**src/rtl/pwm_pkg.sv**
```systemverilog
// Shared constants for the PWM compare stage: default geometry, duty width and dead-time counter width.
// The complementary-output option is selected by the PWM_COMPL_EN macro in pwm_compare_stage.
package pwm_pkg;

    localparam int PWM_WIDTH    = 4;
    localparam int PWM_MAX      = 16;
    localparam int PWM_DEADTIME = 2;

    // Duty is one bit wider than the count so that "always high" (duty == MAX) is representable.
    localparam int DUTY_WIDTH   = PWM_WIDTH + 1;
    localparam int DT_WIDTH     = 4;

endpackage

```
**src/rtl/pwm_deadtime.sv**
```systemverilog
// Dead-time insertion between the raw compare bit and a complementary PWM/PWM_N pair.
// Used by pwm_compare_stage only when PWM_COMPL_EN is defined.
module pwm_deadtime
    import pwm_pkg::*;
#(
    parameter int DEADTIME = PWM_DEADTIME
) (
    input  logic clk,
    input  logic clr,
    input  logic raw_in,
    output logic pwm,
    output logic pwm_n
);

    localparam logic [DT_WIDTH-1:0] DT_LOAD = DT_WIDTH'(DEADTIME);
    localparam logic [DT_WIDTH-1:0] DT_ZERO = {DT_WIDTH{1'b0}};
    localparam logic [DT_WIDTH-1:0] DT_ONE  = {{(DT_WIDTH-1){1'b0}}, 1'b1};

    logic                raw_q;
    logic                raw_d;
    logic [DT_WIDTH-1:0] dt_q;
    logic [DT_WIDTH-1:0] dt_d;
    logic                pwm_q;
    logic                pwm_d;
    logic                pwm_n_q;
    logic                pwm_n_d;
    logic                settled_s;

    // Reload the dead-time counter on every raw edge; outputs are computed from the next count so they stay registered.
    always_comb begin
        raw_d = raw_in;
        if (raw_in != raw_q) begin
            dt_d = DT_LOAD;
        end else if (dt_q != DT_ZERO) begin
            dt_d = dt_q - DT_ONE;
        end else begin
            dt_d = dt_q;
        end
        settled_s = (dt_d == DT_ZERO);
        pwm_d     = raw_in & settled_s;
        pwm_n_d   = ~raw_in & settled_s;
    end

    // State and output registers; reset behaves like a fresh edge so both outputs stay low for DEADTIME cycles.
    always_ff @(posedge clk) begin
        if (clr) begin
            raw_q   <= 1'b0;
            dt_q    <= DT_LOAD;
            pwm_q   <= 1'b0;
            pwm_n_q <= 1'b0;
        end else begin
            raw_q   <= raw_d;
            dt_q    <= dt_d;
            pwm_q   <= pwm_d;
            pwm_n_q <= pwm_n_d;
        end
    end

    assign pwm   = pwm_q;
    assign pwm_n = pwm_n_q;

endmodule

```
**src/rtl/pwm_compare_stage.sv**
```systemverilog
// PWM compare stage fed by a free-running modulo-MAX counter: wrap strobe, shadowed duty handshake, registered PWM.
// Define PWM_COMPL_EN to add the PWM_N output with dead-time insertion (pwm_deadtime).
module pwm_compare_stage
    import pwm_pkg::*;
#(
    parameter int WIDTH    = PWM_WIDTH,
    parameter int MAX      = PWM_MAX,
    parameter int DEADTIME = PWM_DEADTIME
) (
    input  logic             C,
    input  logic             CLR,
    input  logic [WIDTH-1:0] CNT,
    input  logic [WIDTH:0]   DUTY,
    input  logic             DUTY_VLD,
    output logic             DUTY_RDY,
    output logic             PWM,
`ifdef PWM_COMPL_EN
    output logic             PWM_N,
`endif
    output logic             WRAP
);

    localparam logic [WIDTH:0] MAX_D = (WIDTH+1)'(MAX);

    logic [WIDTH-1:0] prev_cnt_q;
    logic [WIDTH-1:0] prev_cnt_d;
    logic [WIDTH:0]   shadow_q;
    logic [WIDTH:0]   shadow_d;
    logic             shadow_full_q;
    logic             shadow_full_d;
    logic [WIDTH:0]   active_q;
    logic [WIDTH:0]   active_d;
    logic             wrap_q;
    logic             wrap_d;
    logic             raw_d;

    logic             wrap_raw_s;
    logic             accept_s;
    logic [WIDTH:0]   duty_sat_s;
    logic [WIDTH:0]   active_eff_s;

    // Wrap detection, duty handshake and compare for the count presented this cycle.
    always_comb begin
        wrap_raw_s    = (CNT < prev_cnt_q);
        accept_s      = DUTY_VLD & ~shadow_full_q;
        duty_sat_s    = (DUTY > MAX_D) ? MAX_D : DUTY;

        prev_cnt_d    = CNT;
        shadow_d      = shadow_q;
        shadow_full_d = shadow_full_q;
        active_d      = active_q;
        active_eff_s  = active_q;

        // A pending value is promoted on the wrap cycle itself so the first count of the new period already uses it.
        // Accept needs an empty shadow and promotion needs a full one, so the two never collide.
        if (wrap_raw_s && shadow_full_q) begin
            active_d      = shadow_q;
            active_eff_s  = shadow_q;
            shadow_full_d = 1'b0;
        end else if (accept_s) begin
            shadow_d      = duty_sat_s;
            shadow_full_d = 1'b1;
        end else begin
            shadow_full_d = shadow_full_q;
        end

        wrap_d = wrap_raw_s;
        raw_d  = ({1'b0, CNT} < active_eff_s);
    end

    // Core state registers.
    always_ff @(posedge C) begin
        if (CLR) begin
            prev_cnt_q    <= {WIDTH{1'b0}};
            shadow_q      <= {(WIDTH+1){1'b0}};
            shadow_full_q <= 1'b0;
            active_q      <= {(WIDTH+1){1'b0}};
            wrap_q        <= 1'b0;
        end else begin
            prev_cnt_q    <= prev_cnt_d;
            shadow_q      <= shadow_d;
            shadow_full_q <= shadow_full_d;
            active_q      <= active_d;
            wrap_q        <= wrap_d;
        end
    end

    assign DUTY_RDY = ~shadow_full_q;
    assign WRAP     = wrap_q;

`ifdef PWM_COMPL_EN
    pwm_deadtime #(
        .DEADTIME (DEADTIME)
    ) u_deadtime (
        .clk    (C),
        .clr    (CLR),
        .raw_in (raw_d),
        .pwm    (PWM),
        .pwm_n  (PWM_N)
    );
`else
    logic raw_q;

    // Registered compare bit drives PWM directly.
    always_ff @(posedge C) begin
        if (CLR) begin
            raw_q <= 1'b0;
        end else begin
            raw_q <= raw_d;
        end
    end

    assign PWM = raw_q;
`endif

endmodule
```
**config.mk**
```make
export PLATFORM = sky130hd
export DESIGN_NAME = pwm_compare_stage
export DESIGN_NICKNAME = d
export VERILOG_FILES = /design/src/rtl/pwm_pkg.sv /design/src/rtl/pwm_deadtime.sv /design/src/rtl/pwm_compare_stage.sv
export SDC_FILE = /design/constraint.sdc
export NUM_CORES = 1
export LEC_CHECK = 0
export ABC_AREA = 1
export CORE_MARGIN = 8
export CORE_UTILIZATION = 49
export DETAILED_ROUTE_END_ITERATION = 10
export GPL_TIMING_DRIVEN = 0
export PLACE_DENSITY = 0.81
export SLEW_MARGIN = 20
export SYNTH_ARGS = -nofsm -noshare
export SYNTH_HDL_FRONTEND = slang
export SYNTH_SLANG_ARGS = --single-unit
```
**constraint.sdc**
```tcl
create_clock -name C -period 2.14 [get_ports C]
set_input_delay 0.428 -clock C [delete_from_list [all_inputs] [get_ports C]]
set_output_delay 0.428 -clock C [all_outputs]
set_load 0.01 [all_outputs]
```
==> impl_metrics.yaml <==
outcome:
  status: "finished, final reports clean"
floorplanning:
  placementRows: 14
  dieArea_um2: 3230
  core_um2: 1540
  die_x_um: 56.9
  die_h_um: 56.9
  start_util_pct: 53.1
  ios: 15
worst_hold_path:
  min_delay_path_depth: 2
  hp-start: "shadow_q[2]"
  hold_path_class: "flop to flop"
  min_to: "shadow_q[2]"
sta:
  slew_headroom_pct: 70.2
  fmax_mhz: 499
  tightest_slew_ns: 0.447
  final-max-slew-violation-count: 0
  rsz0062_at_grt: "no"
  setup_viol: 0
  hold_viol_final: 0
  final.min_clock_period_ns: 2.00
  finalWorstSetupSlack_ns: 0.137
  period_share_pct: 93.6
  skew_ns: 0.00438
clock_tree:
  clk_path_buf_depth: 2
  clk_transition_reported_paths_ns: 0.10
  clock_tree.root_cell: "clkbuf_4"
  cts-buffers-inserted: 3
  htreeDepth: 1
  clkSinkCount: 17
  clk_latency_ns: 0.30
  cts_tree: "built"
global_routing:
  grt_pass1_wl_um: 2680
  grt_max_degree: 11
  antenna_found_initial: 0
  track_usage_pct: 10.0
  grt_pass1_vias: 649
  grt_overflow_total: 0
logic_synthesis:
  avgSynthCellArea_um2: 8.18
  synth_xor_area_share_pct: 0
  synthCells: 100
  netlist_area_um2: 818
  synth_fp_nets: 118
  synthDistinctLibCells: 22
  ys_ff_latch: 17
  synth_top_area_cell: "dfxtp_1"
  synth_top_family_by_area: "simple AND/OR/NAND/NOR gates"
  synth_fa_ha_area_share_pct: 9.17
  synth_top_area_share_pct: 41.6
  yosysWarningCount: 0
  synth_mux_area_share_pct: 3.67
  synth-compound-area-share_pct: 9.48
  synthTopCellsByArea: "dfxtp_1, ha_1, inv_1, nor2_1, nand2_1"
  seq_area_frac_synth_pct: 41.6
  yosys.area_share.simple_pct: 25.5
placed_design:
  placed_cell_area_um2: 978
  portBuffers: 14
  hpwl_um: 1150
  dp_slack_ns: -0.475
  gp_congestion: 0.779
worst_setup_path:
  critPathLaunchType: "input port"
  endpoint_kind: "flop"
  critPathArrivalTime_ns: 2.25
  r2r_cells: 12
  cp_max_fo: 5
  crit_type: "input port to flop"
  r2r_setup_slack_ns: 0.19
  r2r_start: "prev_cnt_q[3]"
  required_ns: 2.38
  timing.rr.end: "PWM"
drt:
  vias: 695
  drcViolationCount: 0
  drt-vias-per-instance: 5.04
  routed_wl_um: 1580
  wl_per_cell_um: 11.4
  drt_iter0_drc: 6
  drtAntennaViolNets: 0
  drt_pass1_iterations: 4
power:
  finalPower_w: 0.000666
  powerDensity_nw_per_um2: 633
  p_leak_nw: 0.505
  max-vdd-ir-drop_uv: 349
cells_and_area:
  utilization_pct: 68.3
  fin_area_um2: 1050
  areaGrowthSynthToFinish_pct: 28.6
  diodes: 0
  final_nets: 141
  drive_gt1_share_pct: 17.2
  n_fill_cell: 126
job:
  cap_violations: 0
-- report_power, final --
part           internal (W)  switching (W)  total (W)
Combinational     0.0000732      0.0000775   0.000151
Sequential         0.000336     0.00000681   0.000342
Clock             0.0000697       0.000103   0.000173
Total              0.000478       0.000188   0.000666
-- state kept, by name, summed over array words and instances (netlist names) --
name / flops
PWM: 1
WRAP: 1
active_q: 5
prev_cnt_q: 4
shadow_full_q: 1
shadow_q: 5
-- critical path: stages --
cell and delay (ns):
dlygate4sd2_1 0.29, ha_4 0.30, nand2_1 0.06, inv_1 0.08
nand2_4 0.08, nand3_4 0.09, mux2i_2 0.24, ha_1 0.28
a21oi_2 0.13, nand3b_1 0.13, nand2_1 0.06, nor2_1 0.07
-- placed cells by master (no fill, tap or decap), types with 3 or more instances in the layout --
| cell type | Yosys | final |
|---|---|---|
| a21oi_1 | 4 | 3 |
| buf_4 | 1 | 5 |
| clkbuf_4 | 0 | 3 |
| clkdlybuf4s50_1 | 0 | 11 |
| dfxtp_1 | 17 | 17 |
| dlygate4sd2_1 | 0 | 3 |
| ha_1 | 6 | 5 |
| inv_1 | 20 | 20 |
| nand2_1 | 12 | 12 |
| nand2_2 | 5 | 5 |
| nand4_1 | 3 | 3 |
| nor2_1 | 15 | 15 |
-- cells by family after synthesis --
group | Yosys count
AOI/OAI and AO/OA | 11
DFF | 17
buffers and inverters | 22
and+or+nand+nor | 41
adders and majority gates | 6
muxes | 3
-- cell type report --
cell class | instances | area, um2 | share of cell area [%]
plain buffers | 2 | 11.3 | 1.07
clock buffers | 3 | 22.5 | 2.14
clock inverters | 1 | 5.00 | 0.476
inverters | 20 | 75.1 | 7.13
multi-input cells | 61 | 412 | 39.1
flip-flops and latches | 17 | 340 | 32.3
well taps | 16 | 20.0 | 1.90
repair buffers | 18 | 166 | 15.8
-- what timing repair did --
action	CTS	global route
setup buffers	4	0
setup endpoints to repair	1	0
resized for setup	6	0
hold buffers	0	0
-- cell usage after synthesis --
| cell type | number |
|---|---|
| a211oi_1 | 1 |
| a21oi_1 | 4 |
| a21oi_4 | 1 |
| a22oi_1 | 1 |
| buf_4 | 1 |
| clkbuf_1 | 1 |
| dfxtp_1 | 17 |
| ha_1 | 6 |
| inv_1 | 20 |
| mux2i_1 | 3 |
| nand2_1 | 12 |
| nand2_2 | 5 |
| nand2_4 | 1 |
| nand3_1 | 2 |
| nand3_4 | 1 |
| nand3b_1 | 1 |
| nand4_1 | 3 |
| nor2_1 | 15 |
| nor2_4 | 1 |
| o211ai_1 | 1 |
| o21ai_0 | 2 |
| o41ai_1 | 1 |
-- per-stage QoR --
step | hold slack [ns] | cells | setup TNS (ns)
2_1_floorplan | 0.437 | 100 | 0
3_3_place_gp | 0.462 | 130 | -0.452
3_5_place_dp | 0.470 | 130 | -0.475
4_1_cts | 0.496 | 138 | 0
5_1_grt | 0.534 | 138 | 0
6_report | 0.490 | 138 | 0
-- worst max path at each step --
stage	startpoint	endpoint	cells after the start
2_1_floorplan	CNT[3]	PWM	9
3_5_place_dp	CNT[3]	PWM	11
3_3_place_gp	CNT[3]	PWM	10
6_report	CNT[3]	PWM	12
4_1_cts	CNT[3]	PWM	12
5_1_grt	CNT[3]	PWM	12
-- metal layers --
metal,wire [um],vias to the layer above,track usage (%)
li1,-,361,-
met1,691,310,10.7
met2,759,17,17.7
met3,82,7,2.47
met4,46,0,5.03
met5,0,-,0
Note: power is estimated with default switching activity, not from simulation.
==> patch 1: new RTL, config.mk and constraints unchanged <==
The option `PWM_COMPL_EN` is turned on by a define.
--- a/src/rtl/pwm_compare_stage.sv
+++ b/src/rtl/pwm_compare_stage.sv
@@ -1,4 +1,6 @@
 // PWM compare stage fed by a free-running modulo-MAX counter: wrap strobe, shadowed duty handshake, registered PWM.
 // Define PWM_COMPL_EN to add the PWM_N output with dead-time insertion (pwm_deadtime).
+`define PWM_COMPL_EN
+
 module pwm_compare_stage
     import pwm_pkg::*;
Function (old outputs only; new: PWM_N): changed (Yosys sat finds a counterexample within 4 cycles, from zero or initial values).
==> patch 1 against the original RTL <==
  * The run now ends with setup timing left
  * First-iteration DRC count increased to 5.3 times the old value
  * Hold slack worse by 150 ps
  * Sequential cell count increased by 6
  * Sequential share of layout area increased by 0.55 points
  * Area after synthesis increased by 33%
  * Utilization decreased by 2.7 points
  * Combinational power is 100% higher
  * Worst setup slack worse by 210 ps
  * Total power increased by 48%
  * Clock power increased by 14%
  * Maximum frequency is 9.6% lower
  * Final area rose by 34%
  * Wire length is 54% higher
  * Die area rose by 23%
  * Critical endpoint is now u_deadtime.dt_q[3]
==> patch 1: results (changes against the original RTL) <==
largest net degree at the start of global routing - 13 (was 11)
final WL - 2427 um (was 1579 um)
biggest regs - active_q x5, shadow_q x5 (was active_q x5, shadow_q x5, prev_cnt_q x4)
top post-synthesis cells by area - dfxtp_1, inv_1, ha_1 (was dfxtp_1, ha_1, inv_1)
1st-iter DRT viols - 32 (was 6)
Worst Skew - 4.846 ps (was 4.379 ps)
Port Buffers - 14 (unchanged)
global placement routability congestion - 0.7738 (was 0.7792)
DR vias - 968 (was 695)
peak supply drop - 0.3800 mV (was 0.3495 mV)
Clock transition at path regs - 120 ps (was 100 ps)
Worst slew margin - 68.83% (was 70.22%)
worst-skew pair later-pin latency - 310 ps
Critical Path Fanout Max - 4 (was 5)
TNS Setup - -287.0 ps (was 0 ps)
setup violators final - 6 (was 0)
dpl cell area - 1272 um^2 (was 978.4 um^2)
vias in the first global route - 1006 (was 649)
syn_nets - 157 (was 118)
Min-Delay Path Class - input pin to flip-flop (was flip-flop to flip-flop)
GRT Total Usage - 12.74% (was 10.05%)
layout cell share with drive strength beyond 1 - 24.54% (was 17.21%)
Num CTS Buffers - 3 (unchanged)
status - finished with violations (was completed)
first-pass GRT wire length - 4153 um (was 2677 um)
Seq/Total Area, Yosys - 42.45% (was 41.59%)
most common library cells after synthesis - inv_1, dfxtp_1, nor2_1, nand2_1, nand3_1 (was inv_1, dfxtp_1, nor2_1, nand2_1, ha_1)
final worst slack - -75.51 ps (was 137.3 ps)
leakage power - 0.6418 nW (was 0.5046 nW)
hpwl dp - 1732 um (was 1153 um)
failing checks - setup timing
Final Net Count - 183 (was 141)
## patch 1: changes by cell type after synthesis, moves of 4 or more
cell / before / now
nand3_1: 2 / 8
inv_1: 20 / 28
dfxtp_1: 17 / 23
nand2_1: 12 / 16
## patch 1: report_power, final
part | internal, W | leakage (nW) | switching (W)
logic | 0.000132 | 0.437 | 0.000173
registers | 0.000465 | 0.189 | 0.0000184
clock network | 0.0000729 | 0.0150 | 0.000125
## patch 1: worst max-delay path, stage by stage, from the launching register on
cell     delay [ps]
dfxtp_2         340
inv_1            40
ha_1            280
nand2_2          70
inv_2            60
nand2_4          60
nand3_4          80
mux2i_2         250
ha_1            300
a21oi_2         150
nand2_1          80
nand2_2         110
nand2_4          70
nand2_4          70
nand3_4          80
nor2_1          110
## patch 1: per-layer routing
metal  global-route usage [%]  part of all wire (%)
met5                        0                     0
met4                    6.838                   3.7
met3                    2.473                   3.3
met2                    24.46                    56
met1                    12.37                    37
## patch 1: timing repair
item                                    CTS  global route
gates resized for setup                  13            14
hold buffers                              0             0
setup buffers                             5             2
pin swaps                                13            15
endpoints found under the setup margin    7             7
## patch 1: area by class of cell
class,count,area (um^2)
Multi-Input combinational cell,83,574.3
Fill cell,173,740.7
Buffer,3,12.51
Inverter,29,108.9
Tap cell,28,35.03
Timing Repair Buffer,21,187.7
Sequential cell,23,462.9
Clock buffer,4,26.28
## patch 1: cell families (layout without fill, tap and decap cells)
kind of cell / Yosys count / in the layout / synth area share [%]
compound gates: 13 / 13 / 8.074
xor+xnor: 1 / 1 / 0.8075
fa+ha+maj: 7 / 7 / 8.073
buf+inv: 32 / 57 / 11.19
flops: 23 / 23 / 42.45
mux: 3 / 3 / 2.768
simple gates: 59 / 59 / 26.64
## patch 1: per-stage QoR
| stage | total power, W | util (%) | setup slack (ps) | instances |
|---|---|---|---|---|
| floorplan | 0.0006749 | - | 57.67 | 138 |
| global placement | 0.0007359 | 59.23 | -623.0 | 180 |
| detailed placement | 0.0007519 | 59.23 | -691.7 | 180 |
| CTS | 0.0009648 | 62.84 | -55.43 | 189 |
| global route | 0.001060 | 65.52 | -184.1 | 191 |
| finish | 0.0009871 | 65.52 | -75.51 | 191 |
## patch 1: path summary, 6_finish.rpt
path,from,endpoint,slack [ps],cells after the start
worst max-delay path,prev_cnt_q[2],u_deadtime.dt_q[3],-80,15
worst min-delay path,CNT[1],prev_cnt_q[1],340,3
worst max register to register,prev_cnt_q[2],u_deadtime.dt_q[3],-80,15
worst min register to register,shadow_q[3],shadow_q[3],490,2
==> patch 2: new RTL, config.mk and constraints unchanged <==
Without the edit above. Register the output `PWM` once more; this adds one clock of latency there. The other outputs are not delayed to match. Comments in the files are not updated.
--- a/src/rtl/pwm_compare_stage.sv
+++ b/src/rtl/pwm_compare_stage.sv
@@ -111,5 +111,7 @@
     end
 
-    assign PWM = raw_q;
+    always_ff @(posedge C) begin
+        PWM <= raw_q;
+    end
 `endif
 
Check against the original RTL: not equivalent (a bounded check fails within 4 cycles, from zero or initial values).
==> patch 2 against the original RTL <==
  * Sequential cell count up 1
  * Hold slack got worse by 150 ps
  * Clock skew down 3.6 ps
  * Maximum frequency increased by 1.7%
  * Sequential power is 6.1% higher
  * Wire length rose by 6.7%
  * Worst setup slack better by 33 ps
  * Final cell count increased by 0.72%
  * Die area is 1.7% higher
  * Total power up 9.1%
  * Area after synthesis grew 2.4%
  * Sequential share of layout area increased by 1.2 points
  * Final area grew 2.1%
  * Critical endpoint is now raw_q
==> patch 2: results (changes against the original RTL) <==
Min-Delay Path Depth - 0 (was 2)
first-pass GRT wire length - 2953 um (was 2677 um)
met2 Use GR - 19.29% (was 17.71%)
clk cell area share - 3.376% (was 2.616%)
Worst Skew - 0.7882 ps (was 4.379 ps)
layout cell share with drive strength beyond 1 - 15.57% (was 17.21%)
final WL - 1685 um (was 1579 um)
status - completed (unchanged)
1st-iter DRT viols - 8 (was 6)
Worst EP arrival - 2220 ps (was 2250 ps)
clock sink total - 18 (was 17)
hold_ws - 341.7 ps (was 489.9 ps)
CLK BUF - 4 (was 3)
Seq/Total Area, Yosys - 42.99% (was 41.59%)
Cells after DPL - 132 (was 130)
vias in the first global route - 718 (was 649)
M3 GR Usage - 4.260% (was 2.472%)
top post-synthesis cells by area - dfxtp_1, ha_1, inv_1 (unchanged)
GRT Total Usage - 11.71% (was 10.05%)
global placement routability congestion - 0.7718 (was 0.7792)
sequential share of cell area - 33.53% (was 32.34%)
peak supply drop - 0.4047 mV (was 0.3495 mV)
multi-input gate area in the final layout - 407.9 um^2 (was 411.6 um^2)
final non-filler cell total - 139 (was 138)
GR Util met1 - 12.28% (was 10.74%)
buffers outside the clock class - 19 (was 20)
most common library cells after synthesis - inv_1, dfxtp_1, nor2_1, nand2_1, ha_1 (unchanged)
Slew @ Worst Pin - 435.1 ps (was 446.7 ps)
==> patch 2: worst max-delay path, cell delays in order <==
cell,delay [ps]
dlygate4sd2_1,290
ha_4,310
nand2_1,50
inv_1,80
nand2_4,80
nand3_4,100
mux2i_2,240
ha_1,270
a21oi_1,120
nand3b_1,110
nand2_1,60
nor2_1,80
==> patch 2: cells by family after synthesis <==
kind of cell | after synthesis | synth area share (%)
AND/OR/NAND/NOR | 41 | 24.93
buffers and inverters | 22 | 10.30
AO/OA/AOI/OAI | 11 | 9.256
flip-flops | 18 | 42.99
multiplexers | 3 | 3.582
adder cells (fa/ha/maj) | 6 | 8.955
==> patch 2: power groups by stage <==
stage                     clock network, W  registers (W)   logic, W
after floorplan                          0       0.000371  0.0000872
after global placement                   0       0.000370   0.000134
after detailed placement                 0       0.000371   0.000140
after CTS                         0.000219       0.000363   0.000150
after global routing              0.000238       0.000366   0.000167
final                             0.000214       0.000363   0.000149
==> patch 2: final timing paths <==
path | start | endpoint
setup / recovery | CNT[3] | raw_q
hold reg to reg | raw_q | PWM
setup reg to reg | prev_cnt_q[3] | raw_q
hold / removal | raw_q | PWM
==> patch 2: routing by layer <==
layer	wire length (um)	vias up
li1	-	359
met1	758	307
met2	796	20
met3	87	5
met4	43	0
met5	0	-
==> patch 2: through the flow <==
step | util, % | setup WS (ps) | area (um^2) | TNS [ps]
finish | 64.34 | 169.9 | 1075 | 0
detailed placement | 59.85 | -476.5 | 999.7 | -476.5
global placement | 59.85 | -434.8 | 999.7 | -434.8
CTS | 64.19 | 10.80 | 1072 | 0
floorplan | - | 192.6 | 838.3 | 0
global route | 64.34 | 51.09 | 1075 | 0
==> patch 2: timing repair <==
action,4_1_cts,5_1_grt
gates resized for setup,4,1
endpoints found under the setup margin,1,1
pin swaps,1,1
hold buffers,0,0
buffers inserted,3,0
